[config.mk]
export PLATFORM = sky130hd
export DESIGN_NAME = uart_receiver
export DESIGN_NICKNAME = d
export VERILOG_FILES = /design/src/rtl/uart_receiver_pkg.sv /design/src/rtl/uart_rx_tick_gen.sv /design/src/rtl/uart_receiver.sv
export SDC_FILE = /design/constraint.sdc
export NUM_CORES = 1
export LEC_CHECK = 0
export CORE_MARGIN = 2
export CORE_UTILIZATION = 35
export DETAILED_ROUTE_END_ITERATION = 12
export GPL_ROUTABILITY_DRIVEN = 0
export PLACE_DENSITY = 0.66
export SYNTH_ARGS = -nofsm -noshare
export SYNTH_HDL_FRONTEND = slang
export SYNTH_HIERARCHICAL = 1
export SYNTH_SLANG_ARGS = --single-unit
[constraint.sdc]
create_clock -name sysclk -period 1.66 [get_ports sysclk]
set_input_delay 0.166 -clock sysclk [delete_from_list [all_inputs] [get_ports sysclk]]
set_output_delay 0.166 -clock sysclk [all_outputs]
set_load 0.02 [all_outputs]
[src/rtl/uart_receiver_pkg.sv]
// Shared UART definitions: receiver FSM encoding, default line constants used by the
// in-house 8N1 sender, and the oversample divisor calculation.
package uart_receiver_pkg;

   typedef enum logic [2:0] {
      ST_IDLE  = 3'd0,
      ST_START = 3'd1,
      ST_DATA  = 3'd2,
      ST_STOP  = 3'd3,
      ST_BREAK = 3'd4
   } rx_state_e;

   localparam int unsigned UART_CLK_FREQ = 32'd100_000_000;
   localparam int unsigned UART_BAUD     = 32'd9600;

   // Rounded sysclks per oversample tick, never below one.
   function automatic int unsigned calc_div(input int unsigned clk_freq,
                                            input int unsigned baud,
                                            input int unsigned oversample);
      int unsigned den;
      int unsigned quo;
      den = baud * oversample;
      quo = (clk_freq + (den / 32'd2)) / den;
      if (quo < 32'd1) begin
         return 32'd1;
      end else begin
         return quo;
      end
   endfunction

endpackage

[src/rtl/uart_rx_tick_gen.sv]
// Oversample tick generator: one-cycle tick every DIV sysclks, restartable so the
// tick phase is fixed relative to the detected start edge.
module uart_rx_tick_gen #(
   parameter int unsigned DIV = 32'd4
) (
   input  logic sysclk,
   input  logic reset,
   input  logic clear,
   output logic tick
);

   localparam int unsigned CNT_W = $clog2(DIV + 32'd1);
   localparam logic [CNT_W-1:0] CNT_LAST = CNT_W'(DIV - 32'd1);

   logic [CNT_W-1:0] cnt_r;
   logic             tick_r;

   // Divider counter with registered tick on wrap.
   always_ff @(posedge sysclk or negedge reset) begin
      if (!reset) begin
         cnt_r  <= {CNT_W{1'b0}};
         tick_r <= 1'b0;
      end else if (clear) begin
         cnt_r  <= {CNT_W{1'b0}};
         tick_r <= 1'b0;
      end else if (cnt_r == CNT_LAST) begin
         cnt_r  <= {CNT_W{1'b0}};
         tick_r <= 1'b1;
      end else begin
         cnt_r  <= cnt_r + CNT_W'(1);
         tick_r <= 1'b0;
      end
   end

   assign tick = tick_r;

endmodule

[src/rtl/uart_receiver.sv]
// UART 8N1 receiver: synchronises the line, oversamples each bit at mid-point and
// presents each byte with a one-cycle RX_STATUS pulse (RX_ERROR on a bad stop bit).
module uart_receiver
   import uart_receiver_pkg::*;
#(
   parameter int unsigned CLK_FREQ    = UART_CLK_FREQ,
   parameter int unsigned BAUD        = UART_BAUD,
   parameter int unsigned OVERSAMPLE  = 32'd16,
   parameter int unsigned INVERT_DATA = 32'd1
) (
   input  logic       sysclk,
   input  logic       reset,
   input  logic       UART_RX,
   output logic [7:0] RX_DATA,
   output logic       RX_STATUS,
   output logic       RX_ERROR,
   output logic       busy
);

   localparam int unsigned DIV    = calc_div(CLK_FREQ, BAUD, OVERSAMPLE);
   localparam int unsigned SCNT_W = $clog2(OVERSAMPLE);
   localparam logic [SCNT_W-1:0] SCNT_HALF = SCNT_W'(OVERSAMPLE / 32'd2 - 32'd1);
   localparam logic [SCNT_W-1:0] SCNT_LAST = SCNT_W'(OVERSAMPLE - 32'd1);
   localparam logic INV_BIT = (INVERT_DATA != 32'd0) ? 1'b1 : 1'b0;

   logic              sync1_r, sync2_r;
   logic [1:0]        fill_r;
   logic              armed_r;
   logic              rx_s;
   logic              tick_s, tick_clear_s;
   rx_state_e         state_r, state_s;
   logic [SCNT_W-1:0] scnt_r, scnt_s;
   logic [2:0]        bit_r, bit_s;
   logic [7:0]        shift_r, shift_s;
   logic [7:0]        data_r, data_s;
   logic              status_r, status_s;
   logic              error_r, error_s;
   logic              busy_r;

   assign rx_s = sync2_r;

   // Two-flop synchroniser; armed only once a real high level has been seen after
   // reset, so a line held low out of reset never looks like a start bit.
   always_ff @(posedge sysclk or negedge reset) begin
      if (!reset) begin
         sync1_r <= 1'b1;
         sync2_r <= 1'b1;
         fill_r  <= 2'b00;
         armed_r <= 1'b0;
      end else begin
         sync1_r <= UART_RX;
         sync2_r <= sync1_r;
         fill_r  <= {fill_r[0], 1'b1};
         armed_r <= armed_r | (fill_r[1] & sync2_r);
      end
   end

   uart_rx_tick_gen #(.DIV(DIV)) u_tick (
      .sysclk (sysclk),
      .reset  (reset),
      .clear  (tick_clear_s),
      .tick   (tick_s)
   );

   // Next-state and datapath decisions.
   always_comb begin
      state_s      = state_r;
      scnt_s       = scnt_r;
      bit_s        = bit_r;
      shift_s      = shift_r;
      data_s       = data_r;
      status_s     = 1'b0;
      error_s      = 1'b0;
      tick_clear_s = 1'b0;
      case (state_r)
         ST_IDLE: begin
            // Every path into IDLE leaves the line high, so low here is a fresh edge.
            if (armed_r && !rx_s) begin
               state_s      = ST_START;
               scnt_s       = {SCNT_W{1'b0}};
               tick_clear_s = 1'b1;
            end else begin
               state_s = ST_IDLE;
            end
         end
         ST_START: begin
            if (tick_s) begin
               if (scnt_r == SCNT_HALF) begin
                  scnt_s = {SCNT_W{1'b0}};
                  bit_s  = 3'd0;
                  if (!rx_s) begin
                     state_s = ST_DATA;
                  end else begin
                     state_s = ST_IDLE;
                  end
               end else begin
                  scnt_s = scnt_r + SCNT_W'(1);
               end
            end else begin
               state_s = ST_START;
            end
         end
         ST_DATA: begin
            if (tick_s) begin
               if (scnt_r == SCNT_LAST) begin
                  scnt_s  = {SCNT_W{1'b0}};
                  shift_s = {rx_s ^ INV_BIT, shift_r[7:1]};
                  bit_s   = bit_r + 3'd1;
                  if (bit_r == 3'd7) begin
                     state_s = ST_STOP;
                  end else begin
                     state_s = ST_DATA;
                  end
               end else begin
                  scnt_s = scnt_r + SCNT_W'(1);
               end
            end else begin
               state_s = ST_DATA;
            end
         end
         ST_STOP: begin
            if (tick_s) begin
               if (scnt_r == SCNT_LAST) begin
                  scnt_s = {SCNT_W{1'b0}};
                  if (rx_s) begin
                     data_s   = shift_r;
                     status_s = 1'b1;
                     state_s  = ST_IDLE;
                  end else begin
                     error_s = 1'b1;
                     state_s = ST_BREAK;
                  end
               end else begin
                  scnt_s = scnt_r + SCNT_W'(1);
               end
            end else begin
               state_s = ST_STOP;
            end
         end
         ST_BREAK: begin
            if (rx_s) begin
               state_s = ST_IDLE;
            end else begin
               state_s = ST_BREAK;
            end
         end
         default: begin
            state_s = ST_IDLE;
         end
      endcase
   end

   // FSM, shift register and registered outputs.
   always_ff @(posedge sysclk or negedge reset) begin
      if (!reset) begin
         state_r  <= ST_IDLE;
         scnt_r   <= {SCNT_W{1'b0}};
         bit_r    <= 3'd0;
         shift_r  <= 8'h00;
         data_r   <= 8'h00;
         status_r <= 1'b0;
         error_r  <= 1'b0;
         busy_r   <= 1'b0;
      end else begin
         state_r  <= state_s;
         scnt_r   <= scnt_s;
         bit_r    <= bit_s;
         shift_r  <= shift_s;
         data_r   <= data_s;
         status_r <= status_s;
         error_r  <= error_s;
         busy_r   <= (state_s != ST_IDLE);
      end
   end

   assign RX_DATA   = data_r;
   assign RX_STATUS = status_r;
   assign RX_ERROR  = error_r;
   assign busy      = busy_r;

endmodule

==> results.tsv, run 1 <==
stage	metric	value	unit
power	Flop pwr share	48.2	%
die	Initial Util	36.6	%
clocking	clock root cell	clkbuf_8	
place	input/output buffers	13	
layout	n_diodes	0	
routing	Vias	1411	
die	total die area	6420	µm²
clocking	post-CTS setup buffer count	0	
synthesis	register area share after synthesis	55.6	%
die	# IOs	14	
die	# rows	27	
power	Clk network pwr share	31.1	%
timing	clk_skew	0.0117	ns
hold_path	Tightest Hold Check Type	in -> reg	
layout	multi-input gate area in the final layout	882	µm²
setup_path	Startpoint Class	flip-flop	
timing	RSZ-0062 raised after global routing	true	
timing	Slew Viols, Final	0	
global_routing	number of global-route vias before repair	1354	
synthesis	Synth Area per Inst	11.9	µm²
place	dpl hpwl	2620	µm
routing	DRC viols	0	
clocking	H-Tree Depth	2	
layout	Finished Cell Area	2560	µm²
global_routing	GR Util met1	16.9	%
global_routing	initial antenna violation count	0	
synthesis	Synth Register Bits	45	
setup_path	WP buf/inv	0	
global_routing	GRT Total Usage	13.2	%
layout	Register Area	1130	µm²
layout	most common cell after layout, fill and taps aside	dfrtp_1	
power	internal cell power	1940	µW
synthesis	Mapped Cells	171	
setup_path	CP Max Fanout	5	
routing	1st-iter DRT viols	106	
clocking	CTS tree	yes	
setup_path	origin of the critical flop-to-flop path	state_r[0]	
power	Net Sw Power	846	µW
power	VDD IR max	0.00108	V
layout	most frequent cells in the layout	43 x dfrtp_1, 15 x mux2_1, 15 x buf_4	
place	Placed Instances	270	
synthesis	unique cell type count in the Yosys netlist	43	
layout	Fillers	524	
global_routing	largest net degree at the start of global routing	29	
layout	Area Growth Syn to Fin	26.1	%
synthesis	syn nets	179	
global_routing	first-pass GRT wire length	6380	µm
die	die height	80.1	µm
global_routing	Overflow after GRT	0	
place	worst slack, placed	-0.0155	ns
place	dpl cell area	2390	µm²
setup_path	slowest CP cell	or4b_4	
global_routing	GR Util met2	20.8	%
die	core area	5540	µm²
routing	TritonRoute pass-1 iters	4	
die	Die W	80.1	µm
clocking	clock sink total	45	
global_routing	GR Util met3	3.37	%
timing	Max Fclk	616	MHz
layout	Layout Utilization	46.2	%
timing	TNS Setup	0	ns
setup_path	CP Data Required Time	1.85	ns
routing	total routed wirelength	3720	µm
power	Comb power frac	20.7	%
routing	vias per cell	5.06	
layout	final non-filler cell total	279	
power	Sw Share	30.4	%
clocking	worst-skew pair later-pin latency	0.31	ns
routing	routed length per placed instance	13.3	µm
timing	Final Worst Setup Slack	0.0379	ns
clocking	Longest Clk Path Bufs	2	
hold_path	Hold Path End	sync1_r	
timing	Final Hold Viols	0	
hold_path	Hold Path Origin	UART_RX	
setup_path	CP endpoint kind	flip-flop	
setup_path	CP peak stage delay	0.57	ns
layout	nets	214	
setup_path	R2R Path End	scnt_r[3]	
hold_path	Hold Path Depth	1	
synthesis	YS warnings	6	
setup_path	WP data arrival	1.81	ns
routing	Post-DRT Antenna Nets	0	
setup_path	Worst Setup Path Type	reg -> reg	
timing	Final Setup Violations	0	
flow_run	Max-cap violations	0	
setup_path	worst-path cell chain	or4b_4 -> a21o_4 -> a211o_1	
global_routing	GR peak layer	met2	
timing	final period utilization	97.7	%
clocking	CTS Buf Count	5	
synthesis	Post-synth EDFFs	0	
setup_path	cell count of the worst reg-to-reg path	3	
layout	fraction of layout cells with a size suffix above 1	19.8	%
power	power per cell area	1090	nW/µm²
synthesis	Most used DFF post-synth	dfrtp_1	
power	leak pwr	0.00113	µW
setup_path	flop2flop setup slack	0.04	ns
status	outcome	finished, final reports clean	
synthesis	Syn Std Cell Area	2030	µm²
synthesis	Async S/R FF share, synth	100	%
setup_path	CP top delay family	simple AND/OR/NAND/NOR gates	
timing	post-layout min period	1.62	ns
clocking	CTS clk-pin slew, worst paths	0.09	ns
==> state kept, by name, summed over array words and instances, names as in the netlist, 2 cells and up <==
signal / count
bit_r: 3
fill_r: 2
scnt_r: 4
RX_DATA: 8
state_r: 3
shift_r: 8
u_tick/cnt_r: 10
==> routing by layer <==
metal / share of wire [%] / wire, µm / vias to the layer above
met5: 0 / 0 / -
met3: 4.1 / 154 / 7
met2: 48 / 1790 / 27
met4: 2.1 / 79 / 0
li1: - / - / 686
met1: 46 / 1700 / 691
==> synthesized netlist by cell type, types with 3 or more instances <==
| master | number | share of area, % |
|---|---|---|
| xor2_1 | 3 | 1.3 |
| or3_1 | 4 | 1.2 |
| inv_1 | 9 | 1.7 |
| nand2_1 | 11 | 2.0 |
| buf_2 | 3 | 0.74 |
| nand3_1 | 4 | 0.99 |
| a221oi_1 | 3 | 1.3 |
| nor3_1 | 3 | 0.74 |
| nand4_1 | 3 | 0.92 |
| mux2_1 | 15 | 8.3 |
| nor2_1 | 12 | 2.2 |
| a21oi_1 | 7 | 1.7 |
| or4_1 | 3 | 1.1 |
| ha_1 | 5 | 3.1 |
| o21ai_1 | 3 | 0.74 |
| dfrtp_1 | 43 | 53 |
| o21ai_0 | 7 | 1.7 |
==> worst reg2reg max path, stage by stage, from the launching register on <==
cell and delay (ns):
dfrtp_1 0.41, or4b_4 0.57, a21o_4 0.25, a211o_1 0.29
==> what timing repair did <==
| action | in CTS | in global routing |
|---|---|---|
| cloned | 0 | 0 |
| pin swaps | 0 | 4 |
| hold endpoints to repair | 17 | 0 |
| hold buffers | 1 | 0 |
| setup endpoints to repair | 15 | 14 |
| resized for setup | 1 | 4 |
==> worst max path at each step <==
stage	slack [ns]	from	cells after the start	to
floorplan	0.03	scnt_r[0]	5	busy
global placement	0.03	scnt_r[0]	5	shift_r[4]
detailed placement	-0.02	scnt_r[0]	5	shift_r[4]
CTS	0.01	state_r[0]	4	scnt_r[2]
global route	-0.02	state_r[1]	4	scnt_r[3]
finish	0.04	state_r[0]	3	scnt_r[3]
==> per-stage QoR <==
stage	total power (µW)	hold WS [ns]
2_1_floorplan	1690	-0.130
3_3_place_gp	1880	0.133
3_5_place_dp	1900	0.136
4_1_cts	2770	0.255
5_1_grt	2960	0.244
6_report	2790	0.265
==> kinds of logic after synthesis <==
group,count (synthesis),synth area share [%]
other,1,0.185
and+or+nand+nor,55,16.8
buffers and inverters,13,2.96
adders and majority gates,5,3.08
xor gates and xnor gates,4,1.73
muxes,16,8.82
AOI/OAI and AO/OA,32,10.8
DFF,45,55.6
==> area by class of cell <==
type                            count  area share (%)
Clock buffer                        5            2.69
Timing Repair Buffer               32            12.0
Clock inverter                      3            1.86
Inverter                            9            1.32
Multi-Input combinational cell    113            34.5
Tap cell                           72            3.52
Sequential cell                    45            44.1
==> power groups by stage <==
stage / logic (µW) / clock network [µW] / registers (µW)
2_1_floorplan: 340 / 0 / 1350
3_3_place_gp: 531 / 0 / 1350
3_5_place_dp: 543 / 0 / 1360
4_1_cts: 553 / 883 / 1330
5_1_grt: 655 / 941 / 1360
6_report: 576 / 866 / 1340
Power figures use the tool's default switching activity.
==> run 2: changes to the inputs <==
--- a/config.mk
+++ b/config.mk
@@ -5,8 +5,10 @@
 export SDC_FILE = /design/constraint.sdc
 export NUM_CORES = 1
 export LEC_CHECK = 0
+export CORE_ASPECT_RATIO = 1.25
 export CORE_MARGIN = 2
 export CORE_UTILIZATION = 35
+export CTS_BUF_LIST = sky130_fd_sc_hd__clkbuf_4
 export DETAILED_ROUTE_END_ITERATION = 12
 export GPL_ROUTABILITY_DRIVEN = 0
 export PLACE_DENSITY = 0.66
==> results.tsv, run 2 (same netlist as run 1, synthesis figures left out) <==
stage	metric	value	unit	change
setup_path	Startpoint Class	flip-flop		
routing	vias per cell	5.16		+2.0%
layout	final non-filler cell total	272		-2.5%
power	leak pwr	0.00110	µW	-2.6%
hold_path	Hold Path Origin	UART_RX		
setup_path	worst-path cell chain	or4b_4 -> a21o_4 -> a211o_1		
timing	Final Hold Viols	0		unchanged
timing	final hold slack	0.189	ns	-0.0752 ns
setup_path	origin of the critical flop-to-flop path	state_r[0]		
routing	1st-iter DRT viols	106		unchanged
status	outcome	finished with violations		
setup_path	critical path launch point	state_r[0]		
flow_run	Max-cap violations	0		unchanged
die	core area	5700	µm²	+2.9%
global_routing	initial antenna violation count	0		unchanged
clocking	clock root cell	clkbuf_4		
die	Die W	72.1	µm	-10%
timing	RSZ-0062 raised after global routing	true		
die	Initial Util	35.6	%	-1.0 points
global_routing	number of global-route vias before repair	1331		-1.7%
setup_path	WP data arrival	1.95	ns	+0.14 ns
timing	post-layout min period	1.68	ns	+0.0581 ns
clocking	CTS clk-pin slew, worst paths	0.15	ns	+0.06 ns
power	power per cell area	997	nW/µm²	-8.4%
setup_path	CP peak stage delay	0.60	ns	+0.03 ns
layout	Fillers	547		+4.4%
clocking	CTS tree	yes		
setup_path	CP Max Fanout	6		+1
timing	Slew Viols, Final	0		unchanged
routing	total routed wirelength	3510	µm	-5.9%
routing	Post-DRT Antenna Nets	0		unchanged
clocking	Longest Clk Path Bufs	2		unchanged
clocking	worst-skew pair later-pin latency	0.36	ns	+0.05 ns
clocking	H-Tree Depth	2		unchanged
global_routing	Overflow after GRT	0		unchanged
clocking	clock sink total	45		unchanged
die	# IOs	14		unchanged
die	# rows	31		+15%
status	failing checks	negative setup slack		
layout	n_diodes	0		unchanged
timing	Max Fclk	595	MHz	-3.5%
setup_path	CP top delay family	simple AND/OR/NAND/NOR gates		
setup_path	WP buf/inv	0		unchanged
setup_path	slowest CP cell	or4b_4		
global_routing	GRT Total Usage	12.3	%	-0.95 points
global_routing	first-pass GRT wire length	6090	µm	-4.5%
place	input/output buffers	13		unchanged
timing	final period utilization	101	%	+3.5 points
routing	DRC viols	0		unchanged
routing	TritonRoute pass-1 iters	4		unchanged
timing	Final Setup Violations	1		+1
routing	Vias	1403		-0.57%
routing	routed length per placed instance	12.9	µm	-3.5%
layout	most frequent cells in the layout	43 x dfrtp_1, 15 x mux2_1, 14 x buf_4		
hold_path	Tightest Hold Check Type	in -> reg		
die	total die area	6430	µm²	about the same
setup_path	CP Data Required Time	1.93	ns	+0.08 ns
layout	Top reg by flops	u_tick/cnt_r		
setup_path	CP endpoint kind	flip-flop		
clocking	CTS Buf Count	5		unchanged
setup_path	Worst Setup Path Type	reg -> reg		
layout	number of flip-flops in the largest register	10		unchanged
layout	Area Growth Syn to Fin	23.1	%	
place	Placed Instances	261		-3.3%
layout	most common cell after layout, fill and taps aside	dfrtp_1		
die	die height	89.1	µm	+11%
global_routing	largest net degree at the start of global routing	26		-10%
timing	Final Worst Setup Slack	-0.0203	ns	-0.0581 ns
layout	nets	213		-0.47%
power	VDD IR max	0.000509	V	-53%
layout	fraction of layout cells with a size suffix above 1	20.9	%	+1.1 points
timing	clk_skew	0.0109	ns	-0.000839 ns
place	dpl hpwl	2510	µm	-4.2%
## run 2: metal layers
layer	vias up	share of wire (%)	GRT usage, %
met5	-	0	0
met4	0	1.5	4.63
met3	4	2.6	3.04
met2	17	50	21.0
met1	698	46	14.9
li1	684	-	-
## run 2: worst register-to-register path, delay by kind of cell (launching register included)
family           cells  cell delay [ns]
AND/OR/NAND/NOR      1             0.60
AO/OA/AOI/OAI        2             0.56
flip-flops           1             0.43
## run 2: timing repair
item,4_1_cts,5_1_grt
cloned,0,0
setup buffers,0,2
hold endpoints to repair,20,0
pin swaps,1,8
resized for setup,1,7
hold buffers,1,0
endpoints found under the setup margin,2,23
## run 2: stage by stage
stage,utilization [%],setup TNS [ns],area [µm²],power [µW],worst slack (ns)
2_1_floorplan,-,0,2030,1690,0.0311
3_3_place_gp,41.4,0,2360,1880,0.0276
3_5_place_dp,41.4,0,2360,1900,0.00659
4_1_cts,42.8,-0.00591,2440,2480,-0.00591
5_1_grt,43.8,-0.131,2500,2690,-0.0558
6_report,43.8,-0.0203,2500,2490,-0.0203
## run 2: worst paths after layout
kind	to	slack [ns]	depth (start not counted)
min reg2reg	rx_s	0.37	0
min in group asynchronous	scnt_r[2]	0.28	2
min	sync1_r	0.19	1
max in group asynchronous	sync1_r	0.81	3
max reg2reg	scnt_r[3]	-0.02	3
max	scnt_r[3]	-0.02	3
## run 2: cell type report
class | instances | area [µm²] | area share, %
sequential | 45 | 1130 | 45.2
multi-input combinational | 113 | 891 | 35.7
timing repair buffer | 31 | 300 | 12.0
tap | 66 | 82.6 | 3.30
clock buffer | 5 | 37.5 | 1.50
inverter | 9 | 33.8 | 1.35
clock inverter | 3 | 25.0 | 1.00
## run 2: power breakdown
group | switching, µW | total, µW | internal [µW]
Combinational | 313 | 585 | 273
Clock | 382 | 558 | 176
Sequential | 135 | 1350 | 1210
Total | 830 | 2490 | 1660
